**src/rtl/halt_drain_pkg.sv**
```systemverilog
// Shared types and helpers for the end-of-program halt/drain controller.
package halt_drain_pkg;

  typedef enum logic [2:0] {
    IDLE,
    RUN,
    DRAIN,
    READ,
    WAIT,
    PRESENT,
    DONE
  } state_t;

  localparam logic [15:0] HALT_A = 16'hE000;
  localparam logic [15:0] HALT_B = 16'hE7FF;

  // Only the two canonical halt encodings count; other 11100 opcodes are ordinary instructions.
  function automatic logic is_halt(input logic [15:0] instr, input logic valid);
    return valid && ((instr == HALT_A) || (instr == HALT_B));
  endfunction

endpackage

```
**src/rtl/halt_drain_unit_sat_counter.sv**
```systemverilog
// Up-counter that sticks at all ones instead of wrapping; clear wins over enable.
module sat_counter #(
  parameter int W = 32
) (
  input  logic         clk,
  input  logic         reset,
  input  logic         clr,
  input  logic         en,
  output logic [W-1:0] cnt
);

  logic [W-1:0] cnt_q;

  always_ff @(posedge clk or posedge reset) begin
    if (reset) begin
      cnt_q <= '0;
    end else if (clr) begin
      cnt_q <= '0;
    end else if (en && (cnt_q != {W{1'b1}})) begin
      cnt_q <= cnt_q + W'(1);
    end
  end

  assign cnt = cnt_q;

endmodule

```
**src/rtl/halt_drain_unit.sv**
```systemverilog
// Watches the issued stream for a halt, drains the pipeline, freezes the core,
// then fetches the result word from data memory and hands it out on valid/ready.
module halt_drain_unit
  import halt_drain_pkg::*;
#(
  parameter int INSTR_W      = 16,
  parameter int DATA_W       = 16,
  parameter int ADDR_W       = 10,
  parameter int DRAIN_CYCLES = 10,
  parameter int RESULT_ADDR  = 1,
  parameter int CNT_W        = 32
) (
  input  logic               clk,
  input  logic               reset,
  input  logic               start,
  input  logic               clear,
  input  logic [INSTR_W-1:0] instr,
  input  logic               instr_valid,
  output logic               mem_rd_en,
  output logic [ADDR_W-1:0]  mem_addr,
  input  logic [DATA_W-1:0]  mem_rd_data,
  output logic               cpu_halt,
  output logic [DATA_W-1:0]  result_data,
  output logic               result_valid,
  input  logic               result_ready,
  output logic               done,
  output logic [CNT_W-1:0]   cycle_count
);

  localparam int DRAIN_W = (DRAIN_CYCLES > 1) ? $clog2(DRAIN_CYCLES) : 1;
  localparam logic [DRAIN_W-1:0] DRAIN_LOAD = DRAIN_W'(DRAIN_CYCLES - 1);

  state_t              state_q, state_d;
  logic [DRAIN_W-1:0]  drain_q, drain_d;
  logic [DATA_W-1:0]   result_q, result_d;
  logic                cnt_clr, cnt_en;

  always_ff @(posedge clk or posedge reset) begin
    if (reset) begin
      state_q  <= IDLE;
      drain_q  <= '0;
      result_q <= '0;
    end else begin
      state_q  <= state_d;
      drain_q  <= drain_d;
      result_q <= result_d;
    end
  end

  // Drain counter starts at DRAIN_CYCLES-1 so DRAIN occupies exactly DRAIN_CYCLES cycles.
  always_comb begin
    state_d  = state_q;
    drain_d  = drain_q;
    result_d = result_q;
    cnt_clr  = 1'b0;
    cnt_en   = 1'b0;
    case (state_q)
      IDLE: begin
        if (start) begin
          state_d = RUN;
          cnt_clr = 1'b1;
        end
      end
      RUN: begin
        cnt_en = 1'b1;
        if (is_halt(instr, instr_valid)) begin
          drain_d = DRAIN_LOAD;
          state_d = DRAIN;
        end
      end
      DRAIN: begin
        if (drain_q == '0) begin
          state_d = READ;
        end else begin
          drain_d = drain_q - DRAIN_W'(1);
        end
      end
      READ:    state_d = WAIT;
      WAIT: begin
        result_d = mem_rd_data;
        state_d  = PRESENT;
      end
      PRESENT: begin
        if (result_ready) begin
          state_d = DONE;
        end
      end
      DONE: begin
        if (clear) begin
          state_d = IDLE;
        end
      end
      default: state_d = IDLE;
    endcase
  end

  sat_counter #(
    .W(CNT_W)
  ) u_cycle_cnt (
    .clk  (clk),
    .reset(reset),
    .clr  (cnt_clr),
    .en   (cnt_en),
    .cnt  (cycle_count)
  );

  assign mem_rd_en    = (state_q == READ);
  assign mem_addr     = (state_q == READ) ? ADDR_W'(RESULT_ADDR) : '0;
  assign cpu_halt     = (state_q == READ) || (state_q == WAIT) ||
                        (state_q == PRESENT) || (state_q == DONE);
  assign result_valid = (state_q == PRESENT);
  assign done         = (state_q == DONE);
  assign result_data  = result_q;

endmodule

```
**config.mk**
```make
export PLATFORM = sky130hd
export DESIGN_NAME = halt_drain_unit
export DESIGN_NICKNAME = d
export VERILOG_FILES = /design/src/rtl/halt_drain_pkg.sv /design/src/rtl/halt_drain_unit_sat_counter.sv /design/src/rtl/halt_drain_unit.sv
export SDC_FILE = /design/constraint.sdc
export NUM_CORES = 1
export LEC_CHECK = 0
export CELL_PAD_IN_SITES_DETAIL_PLACEMENT = 1
export CELL_PAD_IN_SITES_GLOBAL_PLACEMENT = 1
export CORE_MARGIN = 5
export CORE_UTILIZATION = 31
export DETAILED_ROUTE_END_ITERATION = 10
export PLACE_DENSITY_LB_ADDON = 0.1
export SLEW_MARGIN = 30
export SYNTH_ARGS = -nofsm -noshare
export SYNTH_HDL_FRONTEND = slang
export SYNTH_SLANG_ARGS = --single-unit
```
**constraint.sdc**
```tcl
create_clock -name clk -period 2.1 [get_ports clk]
set_input_delay 0.21 -clock clk [delete_from_list [all_inputs] [get_ports clk]]
set_output_delay 0.21 -clock clk [all_outputs]
set_load 0.02 [all_outputs]
```
; Yosys cells after proc, flatten, opt, wreduce, memory -nomap -nowiden
; Index checks and enable logic that the tools add are counted.
; Widths: inputs -> output; s select.
[op_classes]
mux = 15
add_sub_neg = 2
eq_ne = 15
reduce_logical = 12
[op_table]
columns = op, n
row1 = $mux 32, 2
row2 = $add 32x1->32 const B, 1
row3 = $eq 16x16->1 const B, 2
row4 = $ne 32x32->1 const B, 1
row5 = $pmux 3 s7, 1
row6 = $mux 3, 5
row7 = $ne 2x2->1 const B, 5
row8 = $eq 3x3->1 const B, 3
row9 = $mux 4, 2
row10 = $pmux 4 s2, 1
row11 = $eq 3x2->1 const B, 2
row12 = $reduce_and 5->1, 1
row13 = $logic_not 4->1, 1
row14 = $logic_or 1x1->1, 4
row15 = $mux 1, 4
row16 = $reduce_bool 2->1, 2
row17 = $sub 4x1->4 const B, 1
row18 = $eq 3x1->1 const B, 1
row19 = $logic_not 3->1, 1
row20 = $reduce_and 3->1, 1
row21 = $logic_and 1x1->1, 2
row22 = $ne 2x1->1 const B, 1
[totals]
word_cells = 48
output_inout_bits = 62
register_bits = 55

; Depth between registers and ports, before layout
[depth]
word_depth = 5
ltp_mapped = 8

; Hierarchy
; Synthesis repeated with hierarchy kept, for this count alone.
[hier_totals]
hier_cells = 296
area_unflattened_um2 = 2985.4
[by_module_without_submodules]
columns = mod, cells_per_inst, n_inst, seq_area_each_um2, area_each_um2
row1 = sat_counter, 186, 1, 800.8, 1740.4
row2 = halt_drain_unit, 110, 1, 575.6, 1244.9

; Worst setup path before layout
; No wires, ideal clock.
[synth_timing]
path_type = reg2reg
startpoint = reg u_cycle_cnt.cnt_q[0] (netlist: u_cycle_cnt.cnt[0])
endpoint = reg u_cycle_cnt.cnt_q[12] (netlist: u_cycle_cnt.cnt[12])
n_path_buf = 0
required_time_ns = 2.022
arrival_time_ns = 1.992
slack_ns = 0.030
period_less_slack_ns = 2.070
setup_time_ns = 0.078
stages_incl_launch_ff = 7
path_cell_list = dfrtp_1 ha_1 nand3_1 or2_1 or4_1 or3_1 a21oi_1
[synth_via]
elab_chain_cells = 3
[synth_lines]
columns = item, line
row1 = "start, declared", halt_drain_unit_sat_counter.sv:12  ; logic [W-1:0] cnt_q;
row2 = "start signal, assigned", halt_drain_unit_sat_counter.sv:20  ; cnt_q <= cnt_q + W'(1);
row3 = $add 32x1->32 or $ne 32x32->1 (tied branches), "halt_drain_unit_sat_counter.sv:20, halt_drain_unit_sat_counter.sv:19"
row4 = $mux 32 or $logic_and 1x1->1 (tied branches), halt_drain_unit_sat_counter.sv:19  ; end else if (en && (cnt_q != {W{1'b1}})) begin
row5 = $mux 32 or $reduce_bool 2->1 (tied branches), n/a
; Parallel ways exist; a longest one is shown, timed or not. The select of a mux whose other input is x is not followed.
; A chain may end at the register's enable or synchronous reset.

; Worst setup path after layout
[layout_timing]
startpoint = reg state_q[0]
endpoint = out done
[layout_via]
elab_chain_cells = 1
[layout_lines]
columns = item, line
row1 = "start, declared", halt_drain_unit.sv:33  ; state_t state_q, state_d;
row2 = "start signal, assigned", halt_drain_unit.sv:44  ; state_q <= state_d;
row3 = $eq 3x3->1, halt_drain_unit.sv:112  ; assign done = (state_q == DONE);
row4 = "end, declared", halt_drain_unit.sv:26  ; output logic done,
; No other way between the ends.

==> results <==
## cell type report
class / instances / area share [%]
Multi-Input combinational cell: 224 / 33.4
Clock inverter: 3 / 1.00
Timing Repair Buffer: 126 / 27.8
Tap cell: 129 / 3.70
Sequential cell: 55 / 31.7
Clock buffer: 5 / 1.58
Inverter: 9 / 0.775
## cell usage in the layout, fill, tap and decap left out, types with 7 or more instances in the layout
cell type | synthesis | routed
clkdlybuf4s50_1 | 0 | 88
nand2_1 | 26 | 26
inv_1 | 9 | 8
conb_1 | 1 | 9
nand3_1 | 15 | 13
nor2_1 | 14 | 14
nor3_1 | 7 | 7
or3_1 | 17 | 17
mux2_2 | 17 | 17
a21oi_1 | 21 | 21
nand4_1 | 11 | 11
o21ai_0 | 18 | 18
or4_1 | 10 | 10
buf_4 | 12 | 33
o31ai_1 | 10 | 10
dfrtp_1 | 55 | 51
## worst max-delay path: stages (launching register included)
cell and delay (ns):
dfrtp_1 0.40, buf_4 0.16, inv_1 0.13, and3_1 0.18
clkdlybuf4s50_1 0.61
## state kept, by name, indices dropped and copies added, names as in the netlist
signal           cells
u_cycle_cnt.cnt     32
state_q              3
drain_q              4
result_data         16
## power groups by stage
stage          registers (mW)  logic [mW]  clock network [mW]
6_report                 1.63        2.40               0.725
5_1_grt                  1.69        2.60               0.801
4_1_cts                  1.63        2.43               0.752
3_5_place_dp             1.66        2.42                   0
3_3_place_gp             1.63        2.38                   0
2_1_floorplan            1.98       0.922                   0
## synth_stat cells (2+ instances only)
cell      instances  area (sq um)
nor4_1            4          25.0
buf_2             4          20.0
nand2_1          26          97.6
nand4_1          11          68.8
nand3_1          15          75.1
o211ai_1          6          45.0
and4_1            2          17.5
and3_1            7          43.8
o21ai_0          18          90.1
buf_4            12          90.1
or3_1            17           106
xnor2_1           2          17.5
nor3_1            7          35.0
mux2_2           17           191
ha_1              3          37.5
inv_1             9          33.8
clkbuf_1          4          15.0
or4_1            10          75.1
mux2i_1           5          50.1
a21oi_1          21           105
dfrtp_1          55          1380
nor2_1           14          52.6
o31ai_1          10          75.1
## final timing paths
| path | start | end | slack, ns | depth (start not counted) |
|---|---|---|---|---|
| max | state_q[0]$_DFFE_PP0P_ | done | 0.09 | 4 |
| min | reset | result_data[10]$_DFFE_PP0P_ | 0.25 | 2 |
| max reg2reg | state_q[2]$_DFFE_PP0P_ | u_cycle_cnt.cnt[25]$_DFFE_PP0P_ | 0.11 | 6 |
| min reg2reg | result_data[15]$_DFFE_PP0P_ | result_data[15]$_DFFE_PP0P_ | 0.51 | 1 |
| max in group asynchronous | reset | result_data[13]$_DFFE_PP0P_ | 1.33 | 3 |
| min in group clk | mem_rd_data[9] | result_data[9]$_DFFE_PP0P_ | 0.50 | 2 |
## timing repair
action,4_1_cts,5_1_grt
endpoints found under the hold margin,0,0
setup endpoints to repair,0,11
setup buffers,0,2
gates resized for setup,0,12
## logic make-up after synthesis
group                    count (synthesis)  share of synthesized area (%)
buffers and inverters                   33                           6.31
AO/OA/AOI/OAI                           62                           12.5
other                                    1                          0.126
XOR/XNOR                                 3                          0.883
multiplexers                            22                           8.12
AND/OR/NAND/NOR                        125                           24.5
flip-flops                              55                           46.3
adder cells (fa/ha/maj)                  3                           1.26
## metal layers
| metal | part of all wire [%] | up-vias |
|---|---|---|
| li1 | - | 1341 |
| met1 | 44 | 1416 |
| met2 | 50 | 59 |
| met3 | 4.8 | 7 |
| met4 | 0.93 | 0 |
| met5 | 0 | - |
==> impl_metrics.csv <==
group,metric,value,unit
finish,multi_input_area,0.00146,sq mm
worst_setup_path,worstSetupPathType,"reg -> out",
power,intPower,2.94,mW
logic_synthesis,synth_edf_count,0,
cts,htree_levels,2,
logic_synthesis,syn_area,0.00298,sq mm
finish,finalInstanceArea,0.00436,sq mm
finish,drive_gt1_share,18.7,%
global_routing,grtUsageMet1,20.1,%
floorplanning,dieArea,0.0117,sq mm
placement,post-place-ws,0.0603,ns
finish,antennaDiodeCount,0,
sta,hold_viol,0,
detailed_routing,dr.pass1.iters,4,
detailed_routing,num_vias,2823,
floorplanning,die-height,108,microns
finish,nFillCells,1081,
logic_synthesis,synthDistinctLibCells,48,
floorplanning,core,0.00928,sq mm
placement,dp_hpwl,6.87,mm
cts,path_clk_slew,0.10,ns
power,p_switching,1.82,mW
sta,worstMarginPinSlew,0.530,ns
detailed_routing,via_per_inst,5.12,
global_routing,use_met3,3.46,%
floorplanning,num_rows,35,
cts,cts_root_buffer,"clkbuf_8",
sta,min_period_over_period,95.7,%
placement,port_buffers,90,
floorplanning,die_w,108,microns
worst_setup_path,critPathArrivalTime,1.80,ns
detailed_routing,drt_wl_total,8.82,mm
logic_synthesis,ys_ff_latch,55,
sta,period_minus_slack,2.01,ns
cts,cts_buffers,5,
sta,relSlewSlack,64.6,%
sta,tns,0,ns
detailed_routing,drc,0,
logic_synthesis,ys_seq_area_share,46.3,%
worst_setup_path,crit_path_start_kind,"flip-flop",
sta,hold_ws,0.248,ns
global_routing,overflow,0,
logic_synthesis,ys_warn_count,0,
sta,skew,0.00724,ns
cts,insertion_delay,0.32,ns
power,p_leak,1.77,nW
worst_setup_path,endpoint_kind,"output port",
global_routing,grt_usage,15.6,%
finish,final_nets,462,
sta,rsz0062_at_grt,"false",
cts,hold_buffers,0,
worst_setup_path,cp.required,1.89,ns
power,power.density,1090,mW/mm^2
power,clockPowerShare,15.2,%
floorplanning,start_util,32.0,%
global_routing,grt_busiest_layer,"met2",
finish,seqCellArea,0.00138,sq mm
logic_synthesis,syn_inst,304,
finish,fin_cells,551,
placement,dp.cells,541,
placement,dpl-instance-area,0.00421,sq mm
detailed_routing,detail-route-antenna-nets,0,
sta,layout_setup_ws,0.0898,ns
global_routing,grt_pass1_vias,2922,
global_routing,antenna_found_initial,0,
finish,syn_to_final_growth,46.6,%
logic_synthesis,syn_avg_cell_area,9.79,sq um
sta,maxSlewViolCount,0,
run,cap_violations,0,
sta,setup_viol,0,
outcome,status,"finished clean",
power,finalPower,4.76,mW
global_routing,met2_usage,26.6,%
power,vdd_drop_max,441,uV
power,p_sw_share,38.3,%
detailed_routing,wl_per_cell,16.0,microns
cts,cts.sinks,55,
power,seqPwrFrac,34.3,%
logic_synthesis,synth-async-reset-ratio,100,%
logic_synthesis,synth-main-ff-cell,"dfrtp_1",
placement,place.gp.congestion,0.801,
worst_setup_path,path_max_fanout,6,
floorplanning,io-pin-count,100,
finish,post-route-util,47.0,%
cts,cts_tree,"yes",
power,comb_power_share,50.4,%
global_routing,grt_pass1_wl,14.6,mm
min_path,min_path_type,"in -> async",
cts,clockBufferDepth,2,
global_routing,grt_max_degree,29,
detailed_routing,drt_iter0_markers,71,
sta,clock.fmax,497,MHz
No activity file was read; power rests on OpenSTA's default activity.
